**src/rtl/sonic_eth_tx_status_pkg.sv**
```systemverilog
// Shared definitions for the 10G TX status collector: status field layout,
// record widths, the buffered record type and the statistics FSM states.
package sonic_eth_tx_status_pkg;

  localparam int unsigned STATUS_W  = 40;
  localparam int unsigned ERR_W     = 7;
  localparam int unsigned REC_W     = STATUS_W + ERR_W;

  localparam int unsigned LEN_LSB   = 0;
  localparam int unsigned LEN_MSB   = 15;
  localparam int unsigned LEN_W     = LEN_MSB - LEN_LSB + 1;
  localparam int unsigned PAUSE_BIT = 16;
  localparam int unsigned VLAN_BIT  = 17;
  localparam int unsigned SVLAN_BIT = 18;
  localparam int unsigned BCAST_BIT = 19;
  localparam int unsigned MCAST_BIT = 20;

  localparam int unsigned HIST_W    = 16;

  // Raw status record as buffered in the FIFO: {error, data}
  typedef struct packed {
    logic [ERR_W-1:0]    error;
    logic [STATUS_W-1:0] data;
  } status_rec_t;

  typedef enum logic {
    ST_IDLE   = 1'b0,
    ST_UPDATE = 1'b1
  } stat_state_e;

  // Frame byte count field of a status word
  function automatic logic [LEN_W-1:0] rec_len(input logic [STATUS_W-1:0] d);
    return d[LEN_MSB:LEN_LSB];
  endfunction

endpackage

```
**src/rtl/sonic_eth_tx_status_fifo.sv**
```systemverilog
// Single-clock status record FIFO. Pops on an empty FIFO are ignored (no
// fall-through); a push into a full FIFO only succeeds alongside a pop.
module sonic_eth_tx_status_fifo
  import sonic_eth_tx_status_pkg::*;
#(
  parameter int unsigned DEPTH = 16
) (
  input  logic                       clk,
  input  logic                       reset_n,
  input  logic                       push,
  input  status_rec_t                push_rec,
  input  logic                       pop,
  output logic                       rd_valid,
  output status_rec_t                rd_rec,
  output logic [$clog2(DEPTH):0]     level,
  output logic                       full,
  output logic                       empty
);

  localparam int unsigned AW = $clog2(DEPTH);
  localparam int unsigned PW = AW + 1;

  logic [PW-1:0] wr_cnt_q, wr_cnt_d;
  logic [PW-1:0] rd_cnt_q, rd_cnt_d;
  logic [PW-1:0] level_q, level_d;
  logic          full_q, full_d;
  logic          empty_q, empty_d;
  logic          rd_valid_q, rd_valid_d;
  status_rec_t   rd_rec_q, rd_rec_d;
  logic          push_ok, pop_ok;
  status_rec_t   mem_q [DEPTH];

  // Pointer, occupancy and read-port next state
  always_comb begin
    pop_ok     = pop && !empty_q;
    push_ok    = push && (!full_q || pop_ok);
    wr_cnt_d   = wr_cnt_q + PW'(push_ok);
    rd_cnt_d   = rd_cnt_q + PW'(pop_ok);
    level_d    = wr_cnt_d - rd_cnt_d;
    full_d     = (level_d == PW'(DEPTH));
    empty_d    = (level_d == '0);
    rd_valid_d = pop_ok;
    rd_rec_d   = pop_ok ? mem_q[rd_cnt_q[AW-1:0]] : rd_rec_q;
  end

  // Control registers
  always_ff @(posedge clk or negedge reset_n) begin
    if (!reset_n) begin
      wr_cnt_q   <= '0;
      rd_cnt_q   <= '0;
      level_q    <= '0;
      full_q     <= 1'b0;
      empty_q    <= 1'b1;
      rd_valid_q <= 1'b0;
      rd_rec_q   <= '0;
    end else begin
      wr_cnt_q   <= wr_cnt_d;
      rd_cnt_q   <= rd_cnt_d;
      level_q    <= level_d;
      full_q     <= full_d;
      empty_q    <= empty_d;
      rd_valid_q <= rd_valid_d;
      rd_rec_q   <= rd_rec_d;
    end
  end

  // Storage array; contents are meaningless until written
  always_ff @(posedge clk) begin
    if (push_ok) mem_q[wr_cnt_q[AW-1:0]] <= push_rec;
  end

  assign rd_valid = rd_valid_q;
  assign rd_rec   = rd_rec_q;
  assign level    = level_q;
  assign full     = full_q;
  assign empty    = empty_q;

endmodule

```
**src/rtl/sonic_eth_10g_tx_status_collector.sv**
```systemverilog
// 10G TX status collector: saturating frame/octet statistics plus a FIFO of
// raw status records. Define SONIC_TX_STATUS_ERR_HIST_EN to add a per-error-bit
// histogram output (err_hist).
module sonic_eth_10g_tx_status_collector
  import sonic_eth_tx_status_pkg::*;
#(
  parameter int unsigned FIFO_DEPTH = 16,
  parameter int unsigned FRM_CNT_W  = 32,
  parameter int unsigned OCT_CNT_W  = 48
) (
  input  logic                          clk,
  input  logic                          reset_n,
  input  logic                          in_valid,
  input  logic [39:0]                   in_data,
  input  logic [6:0]                    in_error,
  input  logic                          clr,
  input  logic                          rd_req,
  output logic                          rd_valid,
  output logic [46:0]                   rd_data,
  output logic [$clog2(FIFO_DEPTH):0]   fifo_level,
  output logic [FRM_CNT_W-1:0]          frames_ok,
  output logic [FRM_CNT_W-1:0]          frames_err,
  output logic [OCT_CNT_W-1:0]          octets_ok,
  output logic [FRM_CNT_W-1:0]          fifo_ovf
`ifdef SONIC_TX_STATUS_ERR_HIST_EN
  ,
  output logic [111:0]                  err_hist
`endif
);

  localparam int unsigned OSUM_W = OCT_CNT_W + 1;

  stat_state_e          state_q, state_d;
  status_rec_t          rec1_q, rec1_d;
  logic                 clr1_q, clr1_d;
  logic [FRM_CNT_W-1:0] frames_ok_q, frames_ok_d;
  logic [FRM_CNT_W-1:0] frames_err_q, frames_err_d;
  logic [OCT_CNT_W-1:0] octets_ok_q, octets_ok_d;
  logic [FRM_CNT_W-1:0] fifo_ovf_q, fifo_ovf_d;
  logic [OSUM_W-1:0]    oct_sum;
  logic                 upd, good, drop_c;
  logic                 fifo_full, fifo_empty;
  status_rec_t          fifo_rd_rec;

  // Next-state and counter update; clr travels with the beat it arrived with
  always_comb begin
    state_d      = in_valid ? ST_UPDATE : ST_IDLE;
    rec1_d       = '{error: in_error, data: in_data};
    clr1_d       = clr;
    frames_ok_d  = clr1_q ? '0 : frames_ok_q;
    frames_err_d = clr1_q ? '0 : frames_err_q;
    octets_ok_d  = clr1_q ? '0 : octets_ok_q;
    fifo_ovf_d   = clr1_q ? '0 : fifo_ovf_q;
    oct_sum      = '0;
    upd          = (state_q == ST_UPDATE);
    good         = (rec1_q.error == '0);
    drop_c       = upd && fifo_full && !(rd_req && !fifo_empty);
    if (upd) begin
      if (good) begin
        if (frames_ok_d != '1) frames_ok_d = frames_ok_d + FRM_CNT_W'(1);
        oct_sum     = {1'b0, octets_ok_d} + OSUM_W'(rec_len(rec1_q.data));
        octets_ok_d = oct_sum[OCT_CNT_W] ? '1 : oct_sum[OCT_CNT_W-1:0];
      end else begin
        if (frames_err_d != '1) frames_err_d = frames_err_d + FRM_CNT_W'(1);
      end
    end
    if (drop_c && (fifo_ovf_d != '1)) fifo_ovf_d = fifo_ovf_d + FRM_CNT_W'(1);
  end

  // Input register stage and FSM state
  always_ff @(posedge clk or negedge reset_n) begin
    if (!reset_n) begin
      state_q <= ST_IDLE;
      rec1_q  <= '0;
      clr1_q  <= 1'b0;
    end else begin
      state_q <= state_d;
      rec1_q  <= rec1_d;
      clr1_q  <= clr1_d;
    end
  end

  // Statistics counters
  always_ff @(posedge clk or negedge reset_n) begin
    if (!reset_n) begin
      frames_ok_q  <= '0;
      frames_err_q <= '0;
      octets_ok_q  <= '0;
      fifo_ovf_q   <= '0;
    end else begin
      frames_ok_q  <= frames_ok_d;
      frames_err_q <= frames_err_d;
      octets_ok_q  <= octets_ok_d;
      fifo_ovf_q   <= fifo_ovf_d;
    end
  end

  sonic_eth_tx_status_fifo #(
    .DEPTH (FIFO_DEPTH)
  ) u_fifo (
    .clk      (clk),
    .reset_n  (reset_n),
    .push     (upd),
    .push_rec (rec1_q),
    .pop      (rd_req),
    .rd_valid (rd_valid),
    .rd_rec   (fifo_rd_rec),
    .level    (fifo_level),
    .full     (fifo_full),
    .empty    (fifo_empty)
  );

  assign rd_data    = fifo_rd_rec;
  assign frames_ok  = frames_ok_q;
  assign frames_err = frames_err_q;
  assign octets_ok  = octets_ok_q;
  assign fifo_ovf   = fifo_ovf_q;

`ifdef SONIC_TX_STATUS_ERR_HIST_EN
  logic [HIST_W-1:0] hist_q [ERR_W];
  logic [HIST_W-1:0] hist_d [ERR_W];

  // Per-error-bit saturating histogram, same clear priority as the counters
  always_comb begin
    for (int i = 0; i < int'(ERR_W); i++) begin
      hist_d[i] = clr1_q ? '0 : hist_q[i];
      if (upd && rec1_q.error[i] && (hist_d[i] != '1))
        hist_d[i] = hist_d[i] + HIST_W'(1);
    end
  end

  // Histogram registers
  always_ff @(posedge clk or negedge reset_n) begin
    if (!reset_n) begin
      for (int i = 0; i < int'(ERR_W); i++) hist_q[i] <= '0;
    end else begin
      for (int i = 0; i < int'(ERR_W); i++) hist_q[i] <= hist_d[i];
    end
  end

  // Flatten histogram onto the output bus
  always_comb begin
    err_hist = '0;
    for (int i = 0; i < int'(ERR_W); i++) err_hist[i*HIST_W +: HIST_W] = hist_q[i];
  end
`endif

endmodule
```
**config.mk**
```make
export PLATFORM = sky130hd
export DESIGN_NAME = sonic_eth_10g_tx_status_collector
export DESIGN_NICKNAME = d
export VERILOG_FILES = /design/src/rtl/sonic_eth_tx_status_pkg.sv /design/src/rtl/sonic_eth_tx_status_fifo.sv /design/src/rtl/sonic_eth_10g_tx_status_collector.sv
export SDC_FILE = /design/constraint.sdc
export NUM_CORES = 1
export LEC_CHECK = 0
export BUFFER_PORTS_ARGS = -buffer_cell sky130_fd_sc_hd__buf_2
export CELL_PAD_IN_SITES_DETAIL_PLACEMENT = 1
export CELL_PAD_IN_SITES_GLOBAL_PLACEMENT = 1
export CORE_ASPECT_RATIO = 1.5
export CORE_MARGIN = 4
export CORE_UTILIZATION = 40
export CTS_CLUSTER_DIAMETER = 30
export DETAILED_ROUTE_END_ITERATION = 12
export GPL_ROUTABILITY_DRIVEN = 1
export HOLD_SLACK_MARGIN = 0.03
export PLACE_DENSITY_LB_ADDON = 0.1
export REMOVE_ABC_BUFFERS = 1
export SLEW_MARGIN = 10
export SYNTH_ARGS = -nofsm -noshare
export SYNTH_HDL_FRONTEND = slang
export SYNTH_HIERARCHICAL = 1
export SYNTH_SLANG_ARGS = --single-unit
```
**constraint.sdc**
```tcl
create_clock -name clk -period 5.75 [get_ports clk]
set_clock_uncertainty 0.1 [all_clocks]
set_input_delay 0.575 -clock clk [delete_from_list [all_inputs] [get_ports clk]]
set_output_delay 0.575 -clock clk [all_outputs]
set_load 0.02 [all_outputs]
```
### After elaboration in Yosys (flattened, before gate mapping)

Memory sizes are Yosys's and may differ from the RTL's. A register that Yosys moved wholly into a read port is not among the register bits.
Cells that the tools add are included.

| word-level totals | value |
|---|---|
| word-level logic and storage cells | 55 |
| register bits after elaboration | 211 |
| bits in writable memories | 752 |
| output and inout port bits | 197 |
| bits of input ports | 52 |
| memories | 1 |

| cells by class | value |
|---|---|
| equal/unequal tests | 4 |
| reductions and logical operators | 12 |
| $add $sub $neg | 7 |
| muxes and demuxes | 17 |

Memory list:

| memory | words | bits a word | rd ports | clocked after memory_dff | wr ports | RTL line | text |
|---|---|---|---|---|---|---|---|
| u_fifo.mem_q | 16 | 47 | 1 | 1 | 1 | sonic_eth_tx_status_fifo.sv:31 | `status_rec_t mem_q [DEPTH];` |

Operators with widths:

| operator | number |
|---|---|
| $mux 32 | 10 |
| $mux 48 | 4 |
| $add 32x1->32 const B | 3 |
| $ne 32x32->1 const B | 3 |
| $add 48x16->49 | 1 |
| $add 5x1->5 | 2 |
| $logic_not 7->1 | 1 |
| $eq 5x5->1 const B | 1 |
| $logic_and 1x1->1 | 5 |
| $logic_not 5->1 | 1 |
| $sub 5x5->5 | 1 |
| $logic_not 1->1 | 4 |
| $mux 1 | 3 |
| $logic_or 1x1->1 | 1 |

### Logic depth before layout (Yosys ltp)

| depth | value |
|---|---|
| word-level depth | 7 |
| mapped depth | 15 |
| gate-level depth less buffers | 11 |

### Modules after synthesis

The synthesis kept the hierarchy.

Modules (own cells, without submodules):

| module | cells an instance | times used | area each (µm²) | sequential area each (µm²) |
|---|---|---|---|---|
| sonic_eth_tx_status_fifo | 1801 | 1 | 31450.2 | 24209.5 |
| sonic_eth_10g_tx_status_collector | 1040 | 1 | 10296.1 | 4829.6 |

### Worst setup path after synthesis

Ideal clock, no wire load.

| path | value |
|---|---|
| path kind | input-to-reg |
| start | input port rd_req |
| end | memory u_fifo/mem_q[0][0] in the netlist's numbering, enable pin |
| slack | 0.605 ns |
| stages on the path | 4 |
| library setup time | 0.510 ns |
| required time | 5.140 ns |
| arrival | 4.535 ns |
| buffers on the path | 0 |
| cell sequence | nand2b_4 a21boi_4 or3b_2 nor3_1 |

| between the ends | value |
|---|---|
| longest elaborated chain between the ends | 5 |

RTL lines:

| item | RTL line | text |
|---|---|---|
| start: declaration | sonic_eth_10g_tx_status_collector.sv:17 | `input logic rd_req,` |
| $logic_and 1x1->1 | sonic_eth_tx_status_fifo.sv:35 | `pop_ok = pop && !empty_q;` |
| $logic_or 1x1->1 | sonic_eth_tx_status_fifo.sv:36 | `push_ok = push && (!full_q \|\| pop_ok);` |
| $logic_and 1x1->1 | sonic_eth_tx_status_fifo.sv:36 |  |
| $mux 1 | sonic_eth_tx_status_fifo.sv:69 | `if (push_ok) mem_q[wr_cnt_q[AW-1:0]] <= push_rec;` |
| $mux 1 (not written as such) | sonic_eth_tx_status_fifo.sv:69 |  |
| end: declaration | sonic_eth_tx_status_fifo.sv:31 |  |

No other way between the ends.

### Final worst setup path

| path | value |
|---|---|
| start | register clr1_q |
| end | register octets_ok_q[21] (netlist: octets_ok[21]) |

| between the ends | value |
|---|---|
| longest elaborated chain between the ends | 5 |

RTL lines:

| item | RTL line | text |
|---|---|---|
| start: declaration | sonic_eth_10g_tx_status_collector.sv:35 | `logic clr1_q, clr1_d;` |
| start signal: assignment | sonic_eth_10g_tx_status_collector.sv:79 | `clr1_q <= clr1_d;` |
| $mux 48 * | sonic_eth_10g_tx_status_collector.sv:52 | `octets_ok_d = clr1_q ? '0 : octets_ok_q;` |
| $add 48x16->49 | sonic_eth_10g_tx_status_collector.sv:61 | `oct_sum = {1'b0, octets_ok_d} + OSUM_W'(rec_len(rec1_q.data));` |
| $mux 48 | sonic_eth_10g_tx_status_collector.sv:62 | `octets_ok_d = oct_sum[OCT_CNT_W] ? '1 : oct_sum[OCT_CNT_W-1:0];` |
| $mux 48 | sonic_eth_10g_tx_status_collector.sv:59 | `if (good) begin` |
| $mux 48 * | sonic_eth_10g_tx_status_collector.sv:58 | `if (upd) begin` |
| net octets_ok_d[21] | sonic_eth_10g_tx_status_collector.sv:38 | `logic [OCT_CNT_W-1:0] octets_ok_q, octets_ok_d;` |
| end signal: assignment | sonic_eth_10g_tx_status_collector.sv:93 | `octets_ok_q <= octets_ok_d;` |
| end: declaration | sonic_eth_10g_tx_status_collector.sv:38 |  |

The timed path passes the listed nets; every way through them passes the cells marked *.

==> tab_implementation.tex <==
\begin{tabular}{lr}
\hline
Metric & Value \\
\hline
\multicolumn{2}{l}{\textbf{Placed design}} \\
Final weighted congestion in routability-driven placement & 0.8500 \\
Dpl cells & 4,387 \\
DP HPWL & 67.23 mm \\
Buffers on Ports & 248 \\
\multicolumn{2}{l}{\textbf{Yosys}} \\
Synthesis Warnings & 6 \\
Share of Yosys cell area claimed by the top area cell type & 0.5409 \\
Proportion of synthesized chip area in sequential cells & 0.6956 \\
Post-Syn Area & 41,750 µm² \\
Top flip-flop cell by instance count after synthesis & sky130\_fd\_sc\_hd\_\_edfxtp\_1 \\
EDFF count, synth & 752 \\
Post-synthesis share of cell area spent on and, or, nand and nor gates & 0.08911 \\
Fraction of synthesized area in multiplexers & 0.09432 \\
Proportion of register bits with asynchronous set or reset after synthesis & 0.2554 \\
Number of instances in the synthesized netlist & 2,841 \\
Average instance area after synthesis & 14.69 µm² \\
Compound-Gate Fraction of Synth Area & 0.06756 \\
Library cells used by synthesis & 87 \\
XOR/XNOR Fraction of Synth Area & 0.02302 \\
Post-synthesis adder-cell area fraction & 0.009051 \\
Cell type contributing the most total cell area after synthesis & sky130\_fd\_sc\_hd\_\_edfxtp\_1 \\
Post-synthesis register bit count & 1,010 \\
Most area-consuming cells after synthesis & sky130\_fd\_sc\_hd\_\_edfxtp\_1 54\%, sky130\_fd\_sc\_hd\_\_dfrtp\_1 15\%, sky130\_fd\_sc\_hd\_\_mux2i\_1 9.1\% \\
Dominant combinational cell family by area after synthesis & multiplexers \\
\multicolumn{2}{l}{\textbf{Outcome}} \\
Result of the run & finished clean \\
\multicolumn{2}{l}{\textbf{Global route}} \\
Remaining global-route overflow & 0 \\
Global-route wire length before repair & 177.4 mm \\
Number of global-route vias before repair & 28,380 \\
Pin count of the biggest net entering global routing & 147 \\
Initial antenna violation count & 3 \\
GRT Resource Usage Total & 0.2122 \\
\multicolumn{2}{l}{\textbf{Cells and area}} \\
Commonest non-fill, non-tap cell in the layout & sky130\_fd\_sc\_hd\_\_edfxtp\_1 \\
Count of placed standard cells in the final layout, fillers left out & 4,764 \\
Final layout net count & 3,307 \\
Area delta synth->final & 22.82\% \\
Number of fill cells & 10,060 \\
Top library cells by usage in the layout, fill and taps aside & 752 x sky130\_fd\_sc\_hd\_\_edfxtp\_1, 381 x sky130\_fd\_sc\_hd\_\_mux2i\_1, 255 x sky130\_fd\_sc\_hd\_\_dfrtp\_1 \\
Share of cells above drive strength 1 & 0.2008 \\
\multicolumn{2}{l}{\textbf{Route}} \\
DRC viols & 0 \\
Final routed wirelength across all metal layers & 116.8 mm \\
Violation count after the first detailed-routing iteration & 1,540 \\
Drt first pass iters & 5 \\
Detail-routed net length per standard cell & 24.51 µm \\
Number of routed nets with antenna violations & 0 \\
Per-cell via count in the routed design & 5.410 \\
DR vias & 25,770 \\
\multicolumn{2}{l}{\textbf{CTS}} \\
Maximum clock insertion buffer count & 3 \\
Clock latency at the later pin of the worst-skew pair & 0.77 ns \\
Post-cts repair resize count & 0 \\
Cts bufs inserted & 173 \\
Clock tree root driver cell & sky130\_fd\_sc\_hd\_\_clkbuf\_16 \\
TritonCTS clock tree & built \\
TritonCTS sink count & 1,010 \\
Clock-pin slew of the registers on the worst-case setup and hold paths & 0.05 ns \\
Max H-tree Level & 4 \\
\multicolumn{2}{l}{\textbf{Worst setup path}} \\
Crit path required time & 6.29 ns \\
Slowest cell on the critical path & sky130\_fd\_sc\_hd\_\_nand3\_1 \\
Crit-path max FO & 24 \\
Type of element capturing the critical path & flop \\
Count of buffering cells on the critical path with inverters included & 0 \\
Delay of the slowest cell on the worst path & 0.87 ns \\
Nature of the critical path startpoint & flop \\
Ordered list of cells on the worst path & nor2b\_1 > ha\_1 > fa\_1 > a211oi\_1 > o2111a\_1 > or4\_4 > a21oi\_2 > nand3\_1 > o211ai\_1 \\
Type of the worst setup path & reg -> reg \\
Arrival time worst endpoint & 4.87 ns \\
Critical path's top delay family & simple AND/OR/NAND/NOR gates \\
\multicolumn{2}{l}{\textbf{Flow run}} \\
Reported max-cap violation count & 0 \\
\multicolumn{2}{l}{\textbf{Power and ir drop}} \\
Power after layout & 25,070 µW \\
Power density over the cells & 489.0 nW/µm² \\
Worst vdd ir & 438.8 µV \\
Static leakage power & 0.01979 µW \\
\multicolumn{2}{l}{\textbf{Timing}} \\
Share of the cycle needed by the critical path after routing & 0.7525 \\
Total count of hold-check failures in the final report & 0 \\
Hold Worst Slack & 0.3346 ns \\
Unrepaired setup endpoints after global routing & false \\
Setup TNS & 0 ns \\
Max Transition Viols Final & 0 \\
Tightest Pin Transition & 1.206 ns \\
Setup-violating endpoint count in the final report & 0 \\
Period minus WS final & 4.327 ns \\
Slew HR & 0.1958 \\
Max frequency & 0.2311 GHz \\
\multicolumn{2}{l}{\textbf{Floorplanning}} \\
Floorplan die height & 403.7 µm \\
Row count & 144 \\
Starting density of the core & 0.4044 \\
X dimension of the die & 271.8 µm \\
Area of the die & 109,700 µm² \\
Core box area & 103,200 µm² \\
Top-Level Pins & 249 \\
\multicolumn{2}{l}{\textbf{Worst hold path}} \\
Class of the tightest hold or removal check & in -> async \\
\hline
\end{tabular}
cells in the mapped netlist (24+ instances only):
library cell	n
sky130_fd_sc_hd__xor2_1	37
sky130_fd_sc_hd__buf_4	39
sky130_fd_sc_hd__edfxtp_1	752
sky130_fd_sc_hd__xnor2_1	68
sky130_fd_sc_hd__nand2_1	198
sky130_fd_sc_hd__nand4_1	53
sky130_fd_sc_hd__clkbuf_1	48
sky130_fd_sc_hd__ha_1	27
sky130_fd_sc_hd__nor2_1	121
sky130_fd_sc_hd__nand3_1	160
sky130_fd_sc_hd__nor2b_1	61
sky130_fd_sc_hd__dfrtp_1	257
sky130_fd_sc_hd__a22oi_1	110
sky130_fd_sc_hd__mux2i_1	381
sky130_fd_sc_hd__and3_1	24
sky130_fd_sc_hd__nor3_1	28
sky130_fd_sc_hd__buf_2	37
sky130_fd_sc_hd__inv_1	27
sky130_fd_sc_hd__a21oi_1	129
final timing paths:
| kind | from | to | slack (ns) | depth (start not counted) |
|---|---|---|---|---|
| worst min register to register | u_fifo/rd_rec[29] | u_fifo/rd_rec[29] | 0.38 | 2 |
| worst min-delay path | reset_n | octets_ok[30] | 0.33 | 2 |
| worst max register to register | clr1_q | octets_ok[21] | 1.42 | 9 |
| max in group asynchronous | reset_n | fifo_ovf[26] | 3.93 | 3 |
| worst max-delay path | clr1_q | octets_ok[21] | 1.42 | 9 |
| min in group clk | in_data[37] | rec1_q[37] | 0.35 | 2 |
routing by layer:
layer	wire (µm)	GRT usage	vias up
met5	12	0	-
met4	2522	0.06253	2
met3	5865	0.04963	167
met2	59410	0.3680	541
met1	48970	0.2654	13430
li1	-	-	11630
sequential cells by signal, indices dropped and copies added, names as in the netlist:
register / flops
clr1_q: 1
fifo_ovf: 32
frames_err: 32
frames_ok: 32
octets_ok: 48
rec1_q: 47
state_q: 1
u_fifo/empty: 1
u_fifo/full: 1
u_fifo/level: 5
u_fifo/mem_q: 752
u_fifo/rd_cnt_q: 5
u_fifo/rd_rec: 47
u_fifo/rd_valid: 1
u_fifo/wr_cnt_q: 5
power breakdown:
part           internal [µW]  switching [µW]
Sequential              8670             509
Combinational           1860            3310
Clock                   7040            3680
Total                  17600            7500
worst reg2reg max path, delay by kind of cell, from the launching register on:
kind | cells | cell delay [ns]
simple gates | 3 | 1.79
compound gates | 4 | 1.24
fa+ha+maj | 2 | 0.48
flops | 1 | 0.61
timing repair:
item                      4_1_cts  5_1_grt
hold endpoints to repair      124        0
buffers inserted                0        0
hold buffers                   50        0
layout make-up:
| class | instances | area [µm²] | share of cell area |
|---|---|---|---|
| sequential | 1010 | 29050 | 0.5665 |
| multi-input combinational | 1662 | 11950 | 0.2331 |
| clock buffer | 208 | 4745 | 0.09254 |
| timing repair buffer | 351 | 2245 | 0.04378 |
| tap | 1387 | 1735 | 0.03385 |
| clock inverter | 117 | 1441 | 0.02811 |
| inverter | 28 | 105.1 | 0.002050 |
| antenna | 1 | 2.502 | 0.00004881 |
through the flow:
step	area, µm²	utilization	setup WS (ns)
2_1_floorplan	40960	-	-8.406
3_3_place_gp	44560	0.4316	1.578
3_5_place_dp	44560	0.4316	1.334
4_1_cts	51240	0.4963	1.387
5_1_grt	51270	0.4966	1.118
6_report	51270	0.4966	1.423
cells by family after synthesis:
family,Yosys count
DFF,1010
and+or+nand+nor,738
AOI/OAI and AO/OA,396
muxes,392
buffers and inverters,169
xor gates and xnor gates,107
adders and majority gates,29
(Power assumes the default switching activity.)
